[config.mk]
export PLATFORM = sky130hd
export DESIGN_NAME = bram_sd_sequencer
export DESIGN_NICKNAME = d
export VERILOG_FILES = /design/src/rtl/bram_sd_sequencer.sv
export SDC_FILE = /design/constraint.sdc
export NUM_CORES = 1
export LEC_CHECK = 0
export CAP_MARGIN = 10
export CORE_MARGIN = 2
export CORE_UTILIZATION = 49
export CTS_CLUSTER_DIAMETER = 30
export DETAILED_ROUTE_END_ITERATION = 8
export PLACE_DENSITY = 0.9
export SYNTH_ARGS = -nofsm -noshare
export SYNTH_HDL_FRONTEND = slang
export SYNTH_SLANG_ARGS = --single-unit
[constraint.sdc]
create_clock -name clk_sys -period 4.8 [get_ports clk_sys]
set_input_delay 0.48 -clock clk_sys [delete_from_list [all_inputs] [get_ports clk_sys]]
set_output_delay 0.48 -clock clk_sys [all_outputs]
set_load 0.03 [all_outputs]
[src/rtl/bram_sd_sequencer.sv]
// Backup-RAM sequencer: moves 512-byte sectors between BRAM port B and the HPS SD image,
// and writes the save-format header. Owns BRAM port B for both jobs.
module bram_sd_sequencer #(
  parameter int unsigned SECT_BITS = 4,
  parameter int unsigned SLOT_BITS = 2,
  parameter int unsigned BUF_AW    = 8,
  parameter int unsigned TIMEOUT   = 1 << 24
) (
  input  logic                        clk_sys,
  input  logic                        reset_n,
  input  logic                        ena,
  input  logic                        load_req,
  input  logic                        save_req,
  input  logic                        format_req,
  input  logic [SLOT_BITS-1:0]        slot,
  output logic [31:0]                 sd_lba,
  output logic                        sd_rd,
  output logic                        sd_wr,
  input  logic                        sd_ack,
  input  logic [BUF_AW-1:0]           sd_buff_addr,
  input  logic                        sd_buff_wr,
  input  logic [15:0]                 sd_buff_dout,
  output logic [SECT_BITS+BUF_AW-1:0] ram_addr,
  output logic [15:0]                 ram_din,
  output logic                        ram_we,
  output logic                        busy,
  output logic                        bk_loading,
  output logic                        done,
  output logic                        err
);

  localparam int unsigned AW = SECT_BITS + BUF_AW;
  localparam int unsigned TW = (TIMEOUT > 2) ? $clog2(TIMEOUT) : 1;
  localparam logic [TW-1:0] TmoLast = TW'(TIMEOUT - 1);

  typedef enum logic [2:0] {StIdle, StFmt, StReq, StXfer, StDone} state_e;

  state_e                state_q, state_d;
  logic                  dir_q, dir_d;
  logic [SLOT_BITS-1:0]  slot_q, slot_d;
  logic [SECT_BITS-1:0]  sector_q, sector_d;
  logic [1:0]            fmt_q, fmt_d;
  logic [TW-1:0]         tmo_q, tmo_d;
  logic                  bk_q, bk_d;
  logic                  rd_q, rd_d;
  logic                  wr_q, wr_d;
  logic                  err_q, err_d;
  logic [31:0]           lba_q, lba_d;
  logic                  ack_q, load_q, save_q, fmt_req_q;
  // Low for the first cycle after reset so a request level held through reset is not an edge.
  logic                  armed_q;

  logic start_fmt, start_load, start_save, ack_rise, ack_fall;

  assign start_fmt  = armed_q & format_req & ~fmt_req_q;
  assign start_load = armed_q & ena & load_req & ~load_q;
  assign start_save = armed_q & ena & save_req & ~save_q;
  assign ack_rise   = sd_ack & ~ack_q;
  assign ack_fall   = ~sd_ack & ack_q;

  always_comb begin
    state_d  = state_q;
    dir_d    = dir_q;
    slot_d   = slot_q;
    sector_d = sector_q;
    fmt_d    = fmt_q;
    tmo_d    = '0;
    bk_d     = bk_q;
    rd_d     = rd_q;
    wr_d     = wr_q;
    err_d    = 1'b0;
    lba_d    = lba_q;
    ram_addr = '0;
    ram_din  = '0;
    ram_we   = 1'b0;
    done     = 1'b0;

    unique case (state_q)
      StIdle: begin
        if (start_fmt) begin
          state_d  = StFmt;
          fmt_d    = 2'd0;
          dir_d    = 1'b0;
          slot_d   = slot;
          sector_d = '0;
          bk_d     = 1'b0;
        end else if (start_load || start_save) begin
          state_d  = StReq;
          dir_d    = start_load;
          slot_d   = slot;
          sector_d = '0;
          bk_d     = start_load;
          rd_d     = start_load;
          wr_d     = ~start_load;
          lba_d    = 32'(slot) << SECT_BITS;
        end
      end

      StFmt: begin
        ram_we   = 1'b1;
        ram_addr = AW'(fmt_q);
        unique case (fmt_q)
          2'd0: ram_din = 16'h5548;
          2'd1: ram_din = 16'h4D42;
          2'd2: ram_din = 16'h8800;
          2'd3: ram_din = 16'h8010;
        endcase
        fmt_d = fmt_q + 2'd1;
        if (fmt_q == 2'd3) state_d = StDone;
      end

      StReq: begin
        if (ack_rise) begin
          rd_d    = 1'b0;
          wr_d    = 1'b0;
          state_d = StXfer;
        end else if (tmo_q == TmoLast) begin
          rd_d    = 1'b0;
          wr_d    = 1'b0;
          err_d   = 1'b1;
          bk_d    = 1'b0;
          state_d = StIdle;
        end else begin
          tmo_d = tmo_q + 1'b1;
        end
      end

      StXfer: begin
        ram_addr = {sector_q, sd_buff_addr};
        ram_din  = sd_buff_dout;
        ram_we   = dir_q & sd_ack & sd_buff_wr;
        if (ack_fall) begin
          if (&sector_q) begin
            state_d = StDone;
          end else begin
            sector_d = sector_q + 1'b1;
            rd_d     = dir_q;
            wr_d     = ~dir_q;
            lba_d    = (32'(slot_q) << SECT_BITS) | 32'(sector_d);
            state_d  = StReq;
          end
        end
      end

      StDone: begin
        done    = 1'b1;
        bk_d    = 1'b0;
        state_d = StIdle;
      end

      default: state_d = StIdle;
    endcase
  end

  always_ff @(posedge clk_sys or negedge reset_n) begin
    if (!reset_n) begin
      state_q   <= StIdle;
      dir_q     <= 1'b0;
      slot_q    <= '0;
      sector_q  <= '0;
      fmt_q     <= 2'd0;
      tmo_q     <= '0;
      bk_q      <= 1'b0;
      rd_q      <= 1'b0;
      wr_q      <= 1'b0;
      err_q     <= 1'b0;
      lba_q     <= '0;
      ack_q     <= 1'b0;
      load_q    <= 1'b0;
      save_q    <= 1'b0;
      fmt_req_q <= 1'b0;
      armed_q   <= 1'b0;
    end else begin
      state_q   <= state_d;
      dir_q     <= dir_d;
      slot_q    <= slot_d;
      sector_q  <= sector_d;
      fmt_q     <= fmt_d;
      tmo_q     <= tmo_d;
      bk_q      <= bk_d;
      rd_q      <= rd_d;
      wr_q      <= wr_d;
      err_q     <= err_d;
      lba_q     <= lba_d;
      ack_q     <= sd_ack;
      load_q    <= load_req;
      save_q    <= save_req;
      fmt_req_q <= format_req;
      armed_q   <= 1'b1;
    end
  end

  assign sd_lba     = lba_q;
  assign sd_rd      = rd_q;
  assign sd_wr      = wr_q;
  assign err        = err_q;
  assign bk_loading = bk_q;
  assign busy       = (state_q != StIdle);

endmodule

==> results.cfg <==
[run_status]
result_of_the_run = complete, no violations

[hold_path]
tightest_hold_check_type = in2async

[synth]
synth.ff_latch_count = 51
yosysWarningCount = 0
synthFlopType = sky130_fd_sc_hd__dfrtp_1
netlist.top_cell.by_area = sky130_fd_sc_hd__dfrtp_1
syn_avg_cell_area_sq_um = 9.665
synthArstFlopShare_pct = 100.0
post_synth_num_cell_types = 56
netlist_top_cells_area = sky130_fd_sc_hd__dfrtp_1 43%, sky130_fd_sc_hd__buf_4 6.6%, sky130_fd_sc_hd__xor2_1 4.5%
synth_enable_flop_cells = 0
portion_of_the_post_synthesis_area_used_by_sequential_elements_pct = 43.29
synthesis.instances = 305
synthesis.area_sq_mm = 0.002948
netlist.area_leader.share_pct = 43.29

[drt]
drcViolationCount = 0
routedLengthMet1_mm = 2.821
met2_wirelength_mm = 3.174
ant_nets = 0
route.detailed.wl_per_inst_um = 14.45
via_per_inst = 5.164
drt-pass1-iter-count = 5
detailroute.via_count = 2324
drtIter0Drc = 190
drt-total-wl_mm = 6.501
top_signal_layer_used = met4
wl_met3_um = 391

[cts]
cts_num_sinks = 51
clock_tree.buffer_depth = 2
clock_tree.root_cell = sky130_fd_sc_hd__clkbuf_8
ctsHtreeMaxLevel = 2
clock_tree_from_tritoncts = yes
post_cts_resized = 0
cts_inserted_buffers = 5
post-cts-setup-buffer-count = 0
clk_pin_slew_worst_paths_ns = 0.09
worst_skew_pair.late_latency_ns = 0.30
holdBufCountCts = 0

[grt]
grt_antenna_before_repair = 0
globalRoute.totalOverflow = 0
globalRouteTotalUtil_pct = 20.18
first_global_vias = 2192
grt_first_pass_wirelength_mm = 10.49
grt_start_max_net_pins = 52

[layout]
n_antenna_cell = 0
instances_no_fill = 450
total_non_filler_cell_area_in_the_finished_layout_sq_mm = 0.003740
drive_above_1_share_pct = 6.667
area.growth.synth_to_final_pct = 26.87
num-nets-final = 415
n_fill_cell = 444

[sta]
fin_setup_tns_ns = 0
finClkSkew_ns = 0.008005
final-max-slew-violation-count = 0
final.min_clock_period_ns = 3.169
finalHoldViolations = 0
grt_setup_unrepaired = no
achievable_clock_frequency_mhz = 315.5
max-slew-margin-rel_pct = 30.67
tightest_slew_ns = 1.040
timing.final.crit_share_pct = 66.03
endpoints_failing_setup = 0

[critical_path]
timing.reg2reg.setup_slack_ns = 2.21
sort_of_element_at_the_start_of_the_critical_path = register
cp.arrival_ns = 2.69
timing.critical_path.fanout_max = 35
end_of_the_worst_register_to_register_path = sd_lba[4]
setup.worst_path.end = ram_addr[9]
crit_type = reg2out
critical_path.reg2reg.startpoint = state_q[1]
timing.critical_path.from = state_q[1]
worst_r2r_path_depth = 5
end_kind = primary output
critical_path_required_ns = 4.32

[floorplanning]
dieArea_sq_mm = 0.006652
core-area_sq_mm = 0.005851
floorplan.die.width_um = 81.56
io_pins = 101
floorplan.rows = 28
floorplan_die_height_um = 81.56
initial_utilization_pct = 50.38

[placed_design]
placement.io_buffers = 74
gp_congestion = 0.9004
place.detailed.instances = 442
post_dp_cell_area_sq_mm = 0.003610
dp.final_hpwl_mm = 4.760

[power]
max-vdd-ir-drop_mv = 0.2754
power_density_mw_per_mm2 = 488.8
leakagePower_nw = 1.673

[run]
max-cap-violations = 0
-- cells in the mapped netlist, types with 2 or more instances --
cell type	instances
sky130_fd_sc_hd__and4_2	2
sky130_fd_sc_hd__buf_6	3
sky130_fd_sc_hd__nand4_1	4
sky130_fd_sc_hd__nand2_1	23
sky130_fd_sc_hd__mux2_2	3
sky130_fd_sc_hd__a22o_1	8
sky130_fd_sc_hd__and2_1	16
sky130_fd_sc_hd__conb_1	2
sky130_fd_sc_hd__a21o_1	5
sky130_fd_sc_hd__buf_4	26
sky130_fd_sc_hd__nand2b_1	3
sky130_fd_sc_hd__xor2_1	15
sky130_fd_sc_hd__and3_1	5
sky130_fd_sc_hd__nor2b_1	4
sky130_fd_sc_hd__o21ai_0	9
sky130_fd_sc_hd__dfrtp_1	51
sky130_fd_sc_hd__nor3_1	5
sky130_fd_sc_hd__clkbuf_1	5
sky130_fd_sc_hd__buf_2	2
sky130_fd_sc_hd__mux2i_1	5
sky130_fd_sc_hd__o211ai_1	2
sky130_fd_sc_hd__ha_1	6
sky130_fd_sc_hd__a21oi_1	5
sky130_fd_sc_hd__xnor2_1	9
sky130_fd_sc_hd__inv_1	8
sky130_fd_sc_hd__nand3_1	16
sky130_fd_sc_hd__or2b_2	2
sky130_fd_sc_hd__nor2_1	33
-- sequential cells by signal, indices dropped and copies added, names as in the netlist, 2 cells and up --
| name | flops |
|---|---|
| fmt_q | 2 |
| sd_lba | 6 |
| sector_q | 4 |
| slot_q | 2 |
| state_q | 3 |
| tmo_q | 24 |
-- cell type report --
| type | count | area (sq um) | share of cell area, % |
|---|---|---|---|
| clock inverters | 1 | 30.03 | 0.8029 |
| flip-flops and latches | 51 | 1276 | 34.12 |
| repair buffers | 75 | 763.2 | 20.41 |
| well taps | 75 | 93.84 | 2.509 |
| inverters | 8 | 30.03 | 0.8029 |
| multi-input cells | 234 | 1474 | 39.41 |
| clock buffers | 6 | 72.57 | 1.940 |
-- through the flow --
stage | hold slack, ns | setup slack, ns | util (%) | power (mW)
floorplan | 0.1844 | 2.842 | - | 1.229
global placement | 0.4641 | 2.062 | 61.70 | 1.518
detailed placement | 0.4699 | 2.015 | 61.70 | 1.540
CTS | 0.4268 | 1.668 | 63.45 | 1.831
global route | 0.2418 | 1.458 | 63.92 | 1.938
finish | 0.1902 | 1.631 | 63.92 | 1.828
-- cell usage in the layout, fill, tap and decap left out, drive strengths merged, types with 2 or more instances in the layout --
master	n
clkdlybuf4s50	73
dfrtp	51
nor2	33
conb	27
nand2	23
and2	17
nand3	17
xor2	15
o21ai	10
xnor2	9
inv	8
a22o	8
ha	6
clkbuf	6
a21o	5
a21oi	5
nor3	5
and3	5
mux2i	5
nand4	5
nor2b	4
mux2	4
and4	4
nand2b	3
or2b	2
o211ai	2
and3b	2
a31o	2
nor4	2
buf	2
-- layer usage --
layer  global-route usage (%)  vias to the layer above
met5                        0                        -
met1                    27.95                     1077
met4                    7.119                        0
met2                    31.97                      103
met3                    3.516                       12
li1                         -                     1132
-- cells by family (layout without fill, tap and decap cells) --
logic type / after synthesis / after routing / share of synthesized area [%]
and+or+nand+nor: 128 / 128 / 23.68
DFF: 51 / 51 / 43.29
buffers and inverters: 45 / 90 / 9.890
AOI/OAI and AO/OA: 40 / 40 / 9.848
xor gates and xnor gates: 24 / 24 / 7.131
muxes: 9 / 9 / 3.353
adders and majority gates: 6 / 6 / 2.547
other: 2 / 27 / 0.2548
-- worst max-delay path, cell delays in order (launching register included) --
cell and delay, ns:
sky130_fd_sc_hd__dfrtp_1 0.53, sky130_fd_sc_hd__and3b_1 0.90, sky130_fd_sc_hd__and2_1 0.27, sky130_fd_sc_hd__clkdlybuf4s50_1 0.68
-- power breakdown --
group | internal, mW | switching [mW] | leakage (nW)
clock network | 0.153 | 0.134 | 0.0513
registers | 0.503 | 0.0762 | 0.679
logic | 0.395 | 0.566 | 0.943
-- how the worst min path moves through the flow --
stage | to | cells after the start | startpoint | slack (ns)
finish | tmo_q[7] | 1 | reset_n | 0.19
global route | tmo_q[7] | 1 | reset_n | 0.24
CTS | tmo_q[7] | 1 | reset_n | 0.43
detailed placement | sd_lba[0] | 2 | sd_lba[0] | 0.47
global placement | sd_lba[0] | 2 | sd_lba[0] | 0.46
floorplan | ack_q | 0 | reset_n | 0.18
No activity file was read; power rests on OpenSTA's default activity.
